**src/rtl/piezo_pkg.sv**
```systemverilog
// Shared state and grant encodings for the piezo sound arbiter and its tone generator.
package piezo_pkg;

  typedef enum logic [1:0] {
    S_IDLE = 2'd0,
    S_PLAY = 2'd1,
    S_GAP  = 2'd2,
    S_HOLD = 2'd3
  } state_t;

  localparam logic [2:0] G_NONE    = 3'd0;
  localparam logic [2:0] G_TICK    = 3'd1;
  localparam logic [2:0] G_WARN    = 3'd2;
  localparam logic [2:0] G_DEFUSED = 3'd3;
  localparam logic [2:0] G_BOMB    = 3'd4;

  function automatic int max4(input int a, input int b, input int c, input int d);
    int m;
    m = a;
    if (b > m) m = b;
    if (c > m) m = c;
    if (d > m) m = d;
    return m;
  endfunction

endpackage

```
**src/rtl/piezo_tone_gen.sv**
```systemverilog
// Square-wave generator: half-period chosen by the current owner, restartable so that
// every new owner or state entry begins on a full high half-period.
module piezo_tone_gen
  import piezo_pkg::*;
#(
  parameter int HALF_TICK = 318,
  parameter int HALF_WARN = 212,
  parameter int HALF_DEF  = 159,
  parameter int HALF_BOMB = 636
) (
  input  logic       clk,
  input  logic       rst,
  input  logic       en,
  input  logic       restart,
  input  logic [2:0] sel,
  output logic       tone
);

  localparam int CNT_W = $clog2(max4(HALF_TICK, HALF_WARN, HALF_DEF, HALF_BOMB) + 1);

  logic [CNT_W-1:0] cnt_r;
  logic [CNT_W-1:0] last_s;
  logic             tone_r;

  // Last count value of the half-period for the selected owner.
  always_comb begin
    case (sel)
      G_TICK:    last_s = CNT_W'(HALF_TICK - 1);
      G_WARN:    last_s = CNT_W'(HALF_WARN - 1);
      G_DEFUSED: last_s = CNT_W'(HALF_DEF - 1);
      G_BOMB:    last_s = CNT_W'(HALF_BOMB - 1);
      default:   last_s = {CNT_W{1'b0}};
    endcase
  end

  // Half-period counter and tone toggle.
  always_ff @(posedge clk or negedge rst) begin
    if (!rst) begin
      cnt_r  <= {CNT_W{1'b0}};
      tone_r <= 1'b0;
    end else if (restart) begin
      cnt_r  <= {CNT_W{1'b0}};
      tone_r <= 1'b1;
    end else if (en && (sel != G_NONE)) begin
      // >= keeps a stale count from running past a shorter half-period
      if (cnt_r >= last_s) begin
        cnt_r  <= {CNT_W{1'b0}};
        tone_r <= ~tone_r;
      end else begin
        cnt_r <= cnt_r + CNT_W'(1'b1);
      end
    end
  end

  assign tone = tone_r;

endmodule

```
**src/rtl/piezo_sound_arbiter.sv**
```systemverilog
// Arbitrates tick/warn beeps and bomb/defused holds onto one piezo, with fixed priority,
// post-beep silence and a combinational mute on the drive.
module piezo_sound_arbiter
  import piezo_pkg::*;
#(
  parameter int HALF_TICK = 318,
  parameter int HALF_WARN = 212,
  parameter int HALF_DEF  = 159,
  parameter int HALF_BOMB = 636,
  parameter int DUR_BEEP  = 20000,
  parameter int GAP       = 2000
) (
  input  logic       clk,
  input  logic       rst,
  input  logic       bomb,
  input  logic       defused,
  input  logic       warn_req,
  input  logic       tick_req,
  input  logic       mute,
  output logic       piezoout,
  output logic [2:0] grant,
  output logic       busy
);

  localparam int DUR_W = $clog2(DUR_BEEP);
  localparam int GAP_W = $clog2(GAP);
  localparam logic [DUR_W-1:0] DUR_LAST = DUR_W'(DUR_BEEP - 1);
  localparam logic [GAP_W-1:0] GAP_LAST = GAP_W'(GAP - 1);

  state_t           state_r;
  logic [2:0]       grant_r;
  logic             busy_r;
  logic             run_r;
  logic             tick_pend_r;
  logic             warn_pend_r;
  logic [DUR_W-1:0] dur_cnt_r;
  logic [GAP_W-1:0] gap_cnt_r;

  logic [2:0]       hold_grant_s;
  logic             want_warn_s;
  logic             want_tick_s;
  logic             restart_s;
  logic             tone_s;

  // Reset release is taken through one flop so the FSM first samples on the second edge.
  always_ff @(posedge clk or negedge rst) begin
    if (!rst) begin
      run_r <= 1'b0;
    end else begin
      run_r <= 1'b1;
    end
  end

  // Request winners and the tone restart strobe, aligned with the FSM's granting edge.
  always_comb begin
    hold_grant_s = bomb ? G_BOMB : G_DEFUSED;
    want_warn_s  = warn_pend_r | warn_req;
    want_tick_s  = tick_pend_r | tick_req;
    if (!run_r) begin
      restart_s = 1'b0;
    end else if (bomb || defused) begin
      restart_s = (state_r != S_HOLD) || (grant_r != hold_grant_s);
    end else if (state_r == S_IDLE) begin
      restart_s = want_warn_s | want_tick_s;
    end else begin
      restart_s = 1'b0;
    end
  end

  // Arbitration FSM with pending flags, beep duration and gap counters.
  always_ff @(posedge clk or negedge rst) begin
    if (!rst) begin
      state_r     <= S_IDLE;
      grant_r     <= G_NONE;
      busy_r      <= 1'b0;
      tick_pend_r <= 1'b0;
      warn_pend_r <= 1'b0;
      dur_cnt_r   <= {DUR_W{1'b0}};
      gap_cnt_r   <= {GAP_W{1'b0}};
    end else if (run_r) begin
      if (bomb || defused) begin
        state_r     <= S_HOLD;
        grant_r     <= hold_grant_s;
        busy_r      <= 1'b1;
        tick_pend_r <= 1'b0;
        warn_pend_r <= 1'b0;
        dur_cnt_r   <= {DUR_W{1'b0}};
        gap_cnt_r   <= {GAP_W{1'b0}};
      end else begin
        case (state_r)
          S_IDLE: begin
            if (want_warn_s) begin
              state_r     <= S_PLAY;
              grant_r     <= G_WARN;
              busy_r      <= 1'b1;
              warn_pend_r <= 1'b0;
              tick_pend_r <= want_tick_s;
              dur_cnt_r   <= {DUR_W{1'b0}};
            end else if (want_tick_s) begin
              state_r     <= S_PLAY;
              grant_r     <= G_TICK;
              busy_r      <= 1'b1;
              tick_pend_r <= 1'b0;
              dur_cnt_r   <= {DUR_W{1'b0}};
            end
          end
          S_PLAY: begin
            warn_pend_r <= warn_pend_r | warn_req;
            tick_pend_r <= tick_pend_r | tick_req;
            if (dur_cnt_r == DUR_LAST) begin
              state_r   <= S_GAP;
              grant_r   <= G_NONE;
              dur_cnt_r <= {DUR_W{1'b0}};
              gap_cnt_r <= {GAP_W{1'b0}};
            end else begin
              dur_cnt_r <= dur_cnt_r + DUR_W'(1'b1);
            end
          end
          S_GAP: begin
            warn_pend_r <= warn_pend_r | warn_req;
            tick_pend_r <= tick_pend_r | tick_req;
            if (gap_cnt_r == GAP_LAST) begin
              state_r   <= S_IDLE;
              busy_r    <= 1'b0;
              gap_cnt_r <= {GAP_W{1'b0}};
            end else begin
              gap_cnt_r <= gap_cnt_r + GAP_W'(1'b1);
            end
          end
          S_HOLD: begin
            // Requests seen during HOLD are dropped; pending flags are already clear.
            state_r <= S_IDLE;
            grant_r <= G_NONE;
            busy_r  <= 1'b0;
          end
          default: begin
            state_r <= S_IDLE;
            grant_r <= G_NONE;
            busy_r  <= 1'b0;
          end
        endcase
      end
    end
  end

  piezo_tone_gen #(
    .HALF_TICK(HALF_TICK),
    .HALF_WARN(HALF_WARN),
    .HALF_DEF (HALF_DEF),
    .HALF_BOMB(HALF_BOMB)
  ) u_tone (
    .clk    (clk),
    .rst    (rst),
    .en     (run_r),
    .restart(restart_s),
    .sel    (grant_r),
    .tone   (tone_s)
  );

  assign piezoout = tone_s & ((state_r == S_PLAY) || (state_r == S_HOLD)) & ~mute;
  assign grant    = grant_r;
  assign busy     = busy_r;

endmodule

```
**config.mk**
```make
export PLATFORM = sky130hd
export DESIGN_NAME = piezo_sound_arbiter
export DESIGN_NICKNAME = d
export VERILOG_FILES = /design/src/rtl/piezo_pkg.sv /design/src/rtl/piezo_tone_gen.sv /design/src/rtl/piezo_sound_arbiter.sv
export SDC_FILE = /design/constraint.sdc
export NUM_CORES = 1
export LEC_CHECK = 0
export ABC_CLOCK_PERIOD_IN_PS = 6800
export CAP_MARGIN = 10
export CORE_MARGIN = 4
export CORE_UTILIZATION = 45
export CTS_CLUSTER_SIZE = 28
export DETAILED_ROUTE_END_ITERATION = 10
export PLACE_DENSITY = 0.62
export SKIP_CTS_REPAIR_TIMING = 1
export SYNTH_ARGS = -nofsm -noshare
export SYNTH_HDL_FRONTEND = slang
export SYNTH_SLANG_ARGS = --single-unit
export TNS_END_PERCENT = 1
```
**constraint.sdc**
```tcl
create_clock -name clk -period 6.8 [get_ports clk]
set_input_delay 1.36 -clock clk [delete_from_list [all_inputs] [get_ports clk]]
set_output_delay 1.36 -clock clk [all_outputs]
set_load 0.01 [all_outputs]
```
==> impl_metrics.env <==
export IMPL_status="complete, no violations"
export IMPL_n_fill_cell=598
export IMPL_synth_cell_types=51
export IMPL_num_vias=2482
export IMPL_hold_violations=0
export IMPL_p_total_w=0.0006094
export IMPL_grt_ovfl_total=0
export IMPL_synthArstFlopShare_pct=100.0
export IMPL_track_usage_pct=17.33
export IMPL_tightest_slew_ns=1.005
export IMPL_synth_xor_area_share_pct=2.942
export IMPL_gp_congestion=0.8013
export IMPL_synthAdderAreaFrac_pct=8.407
export IMPL_row_count=29
export IMPL_cts_tree="yes"
export IMPL_antenna_found_initial=0
export IMPL_die_y_um=89.33
export IMPL_hold_class="reg2reg"
export IMPL_post_drt_wl_per_cell_um=15.10
export IMPL_worstSetupPathType="in2out"
export IMPL_syn_area_per_cell_um2=9.047
export IMPL_grt_max_degree=47
export IMPL_switching_share_pct=30.70
export IMPL_clk_pin_slew_ns=0.09
export IMPL_portBuffers=11
export IMPL_multi_input_area_um2=1740
export IMPL_area_growth_pct=9.248
export IMPL_core_um2=6386
export IMPL_synth_flop_cell="dfrtp_1"
export IMPL_fin_skew_ns=0.007870
export IMPL_die_area_um2=7980
export IMPL_pwr_share_seq_pct=49.4
export IMPL_maxCapViolCount=0
export IMPL_p_sw_w=0.0001871
export IMPL_period_needed_ns=3.893
export IMPL_grt_setup_unrepaired="false"
export IMPL_cts_max_level=2
export IMPL_hold_worst_slack_ns=0.5059
export IMPL_clk_path_buf_depth=2
export IMPL_io_pin_count=12
export IMPL_synth_edf_count=0
export IMPL_stdcell_area_um2=3252
export IMPL_drt_iter0_markers=134
export IMPL_synth_top_family_by_area="simple AND/OR/NAND/NOR gates"
export IMPL_drive_gt1_share_pct=8.480
export IMPL_drv_slew=0
export IMPL_grt_pass1_vias=2359
export IMPL_layout_commonest_cell="dfrtp_1"
export IMPL_synthMuxAreaShare_pct=2.144
export IMPL_finalNetCount=368
export IMPL_period_share_pct=57.25
export IMPL_seq_area_um2=1151
export IMPL_viasPerCell=5.924
export IMPL_start_util_pct=46.61
export IMPL_dpl_cell_area_um2=3161
export IMPL_clkPwrFrac_pct=28.3
export IMPL_ir_worst_vdd_uv=94.81
export IMPL_final_cell_mix="dfrtp_1, nor2_1, nand2_1, o21ai_0, ha_1"
export IMPL_drc_errors=0
export IMPL_yosysSeqAreaShare_pct=38.67
export IMPL_synth_fp_nets=356
export IMPL_first_pass_iters=4
export IMPL_ys_ff_latch=46
export IMPL_syn_area_um2=2977
export IMPL_critPathMaxFanout=1
export IMPL_fmax_mhz=256.9
export IMPL_hpwl_um=4632
export IMPL_worstSkewPairLatency_ns=0.30
export IMPL_place_ws_ns=2.738
export IMPL_power_internal_w=0.0004223
export IMPL_power_frac_comb_pct=22.3
export IMPL_synth_compound_area_share_pct=19.46
export IMPL_drt_total_wl_um=6327
export IMPL_ant_nets=0
export IMPL_worstPathRequired_ns=5.44
export IMPL_max_slew_margin_pct=33.03
export IMPL_grt_pass1_wl_um=10930
export IMPL_tns_ns=0
export IMPL_critPathLaunchType="input port"
export IMPL_cts_sinks=46
export IMPL_cts_root_buffer="clkbuf_8"
export IMPL_total_leakage_power_nw=1.348
export IMPL_synthCells=329
export IMPL_arrival_ns=2.53
export IMPL_end_kind="primary output"
export IMPL_setup_violations=0
export IMPL_synth_simple_area_share_pct=25.39
export IMPL_diodes=0
export IMPL_timing_final_ws_setup_ns=2.907
export IMPL_yosys_warnings=0
export IMPL_p_per_area_nw_per_um2=187.4
export IMPL_chipWidth_um=89.33
export IMPL_cts_buffers=5
-- cell usage after synthesis (2+ instances only) --
cell type	instances	area [um^2]
o31ai_1	7	52.55
nand2_1	33	123.9
mux2_2	3	33.78
a21o_1	3	22.52
a21oi_1	8	40.04
nor3_1	10	50.05
nor2_1	37	138.9
or2_2	4	25.02
nor2b_1	2	12.51
nand4_1	9	56.30
xnor2_1	10	87.58
nor4_1	4	25.02
o21ai_0	25	125.1
nand3_1	15	75.07
ha_1	20	250.2
a31oi_1	5	31.28
a41oi_1	4	35.03
o41ai_2	3	48.80
nand4b_1	6	52.55
nor4b_2	2	30.03
nor3b_1	2	15.01
a211o_1	2	17.52
dfrtp_1	46	1151
nand2b_1	7	43.79
o41ai_1	2	17.52
buf_2	2	10.01
inv_1	14	52.55
o211ai_1	5	37.54
mux2i_1	3	30.03
and3_1	7	43.79
and2_1	2	12.51
a211oi_1	3	22.52
clkbuf_1	6	22.52
-- sequential cells by signal, indices dropped and copies added (netlist names) --
name          cells
dur_cnt_r        15
gap_cnt_r        11
u_tone.cnt_r     10
grant             3
state_r           2
busy              1
run_r             1
tick_pend_r       1
u_tone.tone       1
warn_pend_r       1
-- stage by stage --
step / util [%] / std cells
after floorplan: - / 329
after global placement: 49.49 / 411
after detailed placement: 49.49 / 411
after CTS: 50.92 / 419
after global routing: 50.92 / 419
final: 50.92 / 419
-- worst max-delay path: stages --
cell and delay [ns]:
clkdlybuf4s50_1 0.41, nor3_1 0.19, clkdlybuf4s50_1 0.57
-- layer usage --
layer,share of wire [%],global-route usage (%)
met1,48,22.83
met5,0,0
met2,48,29.20
met4,0.93,4.601
met3,3.6,3.226
-- logic make-up after synthesis --
| group | count (synthesis) |
|---|---|
| AO/OA/AOI/OAI | 79 |
| XOR/XNOR | 10 |
| adder cells (fa/ha/maj) | 20 |
| buffers and inverters | 22 |
| flip-flops | 46 |
| multiplexers | 6 |
| other | 1 |
| AND/OR/NAND/NOR | 145 |
-- worst paths after layout --
path                                      startpoint                          end  slack (ns)  cells after the start
worst max-delay path                            mute                     piezoout        2.91                      3
worst min-delay path                busy$_DFFE_PN0P_             busy$_DFFE_PN0P_        0.51                      1
worst max register to register  grant[1]$_DFFE_PN0P_      u_tone.tone$_DFFE_PN0P_        3.47                     10
worst min register to register      busy$_DFFE_PN0P_             busy$_DFFE_PN0P_        0.51                      1
max in group asynchronous                        rst  u_tone.cnt_r[5]$_DFFE_PN0P_        4.95                      1
min in group asynchronous                        rst     dur_cnt_r[2]$_DFFE_PN0P_        1.23                      1
-- power groups by stage --
stage / clock (W) / combinational, W / sequential [W]
2_1_floorplan: 0 / 0.0000931 / 0.000302
3_3_place_gp: 0 / 0.000135 / 0.000306
3_5_place_dp: 0 / 0.000136 / 0.000306
4_1_cts: 0.000178 / 0.000138 / 0.000301
5_1_grt: 0.000190 / 0.000154 / 0.000304
6_report: 0.000172 / 0.000136 / 0.000301
-- layout make-up --
type	instances	share of cell area [%]
timing repair buffer	13	3.694
sequential	46	35.40
clock inverter	1	0.1539
inverter	14	1.616
multi-input combinational	261	53.52
tap	77	2.963
clock buffer	7	2.655
Power figures use the tool's default switching activity.
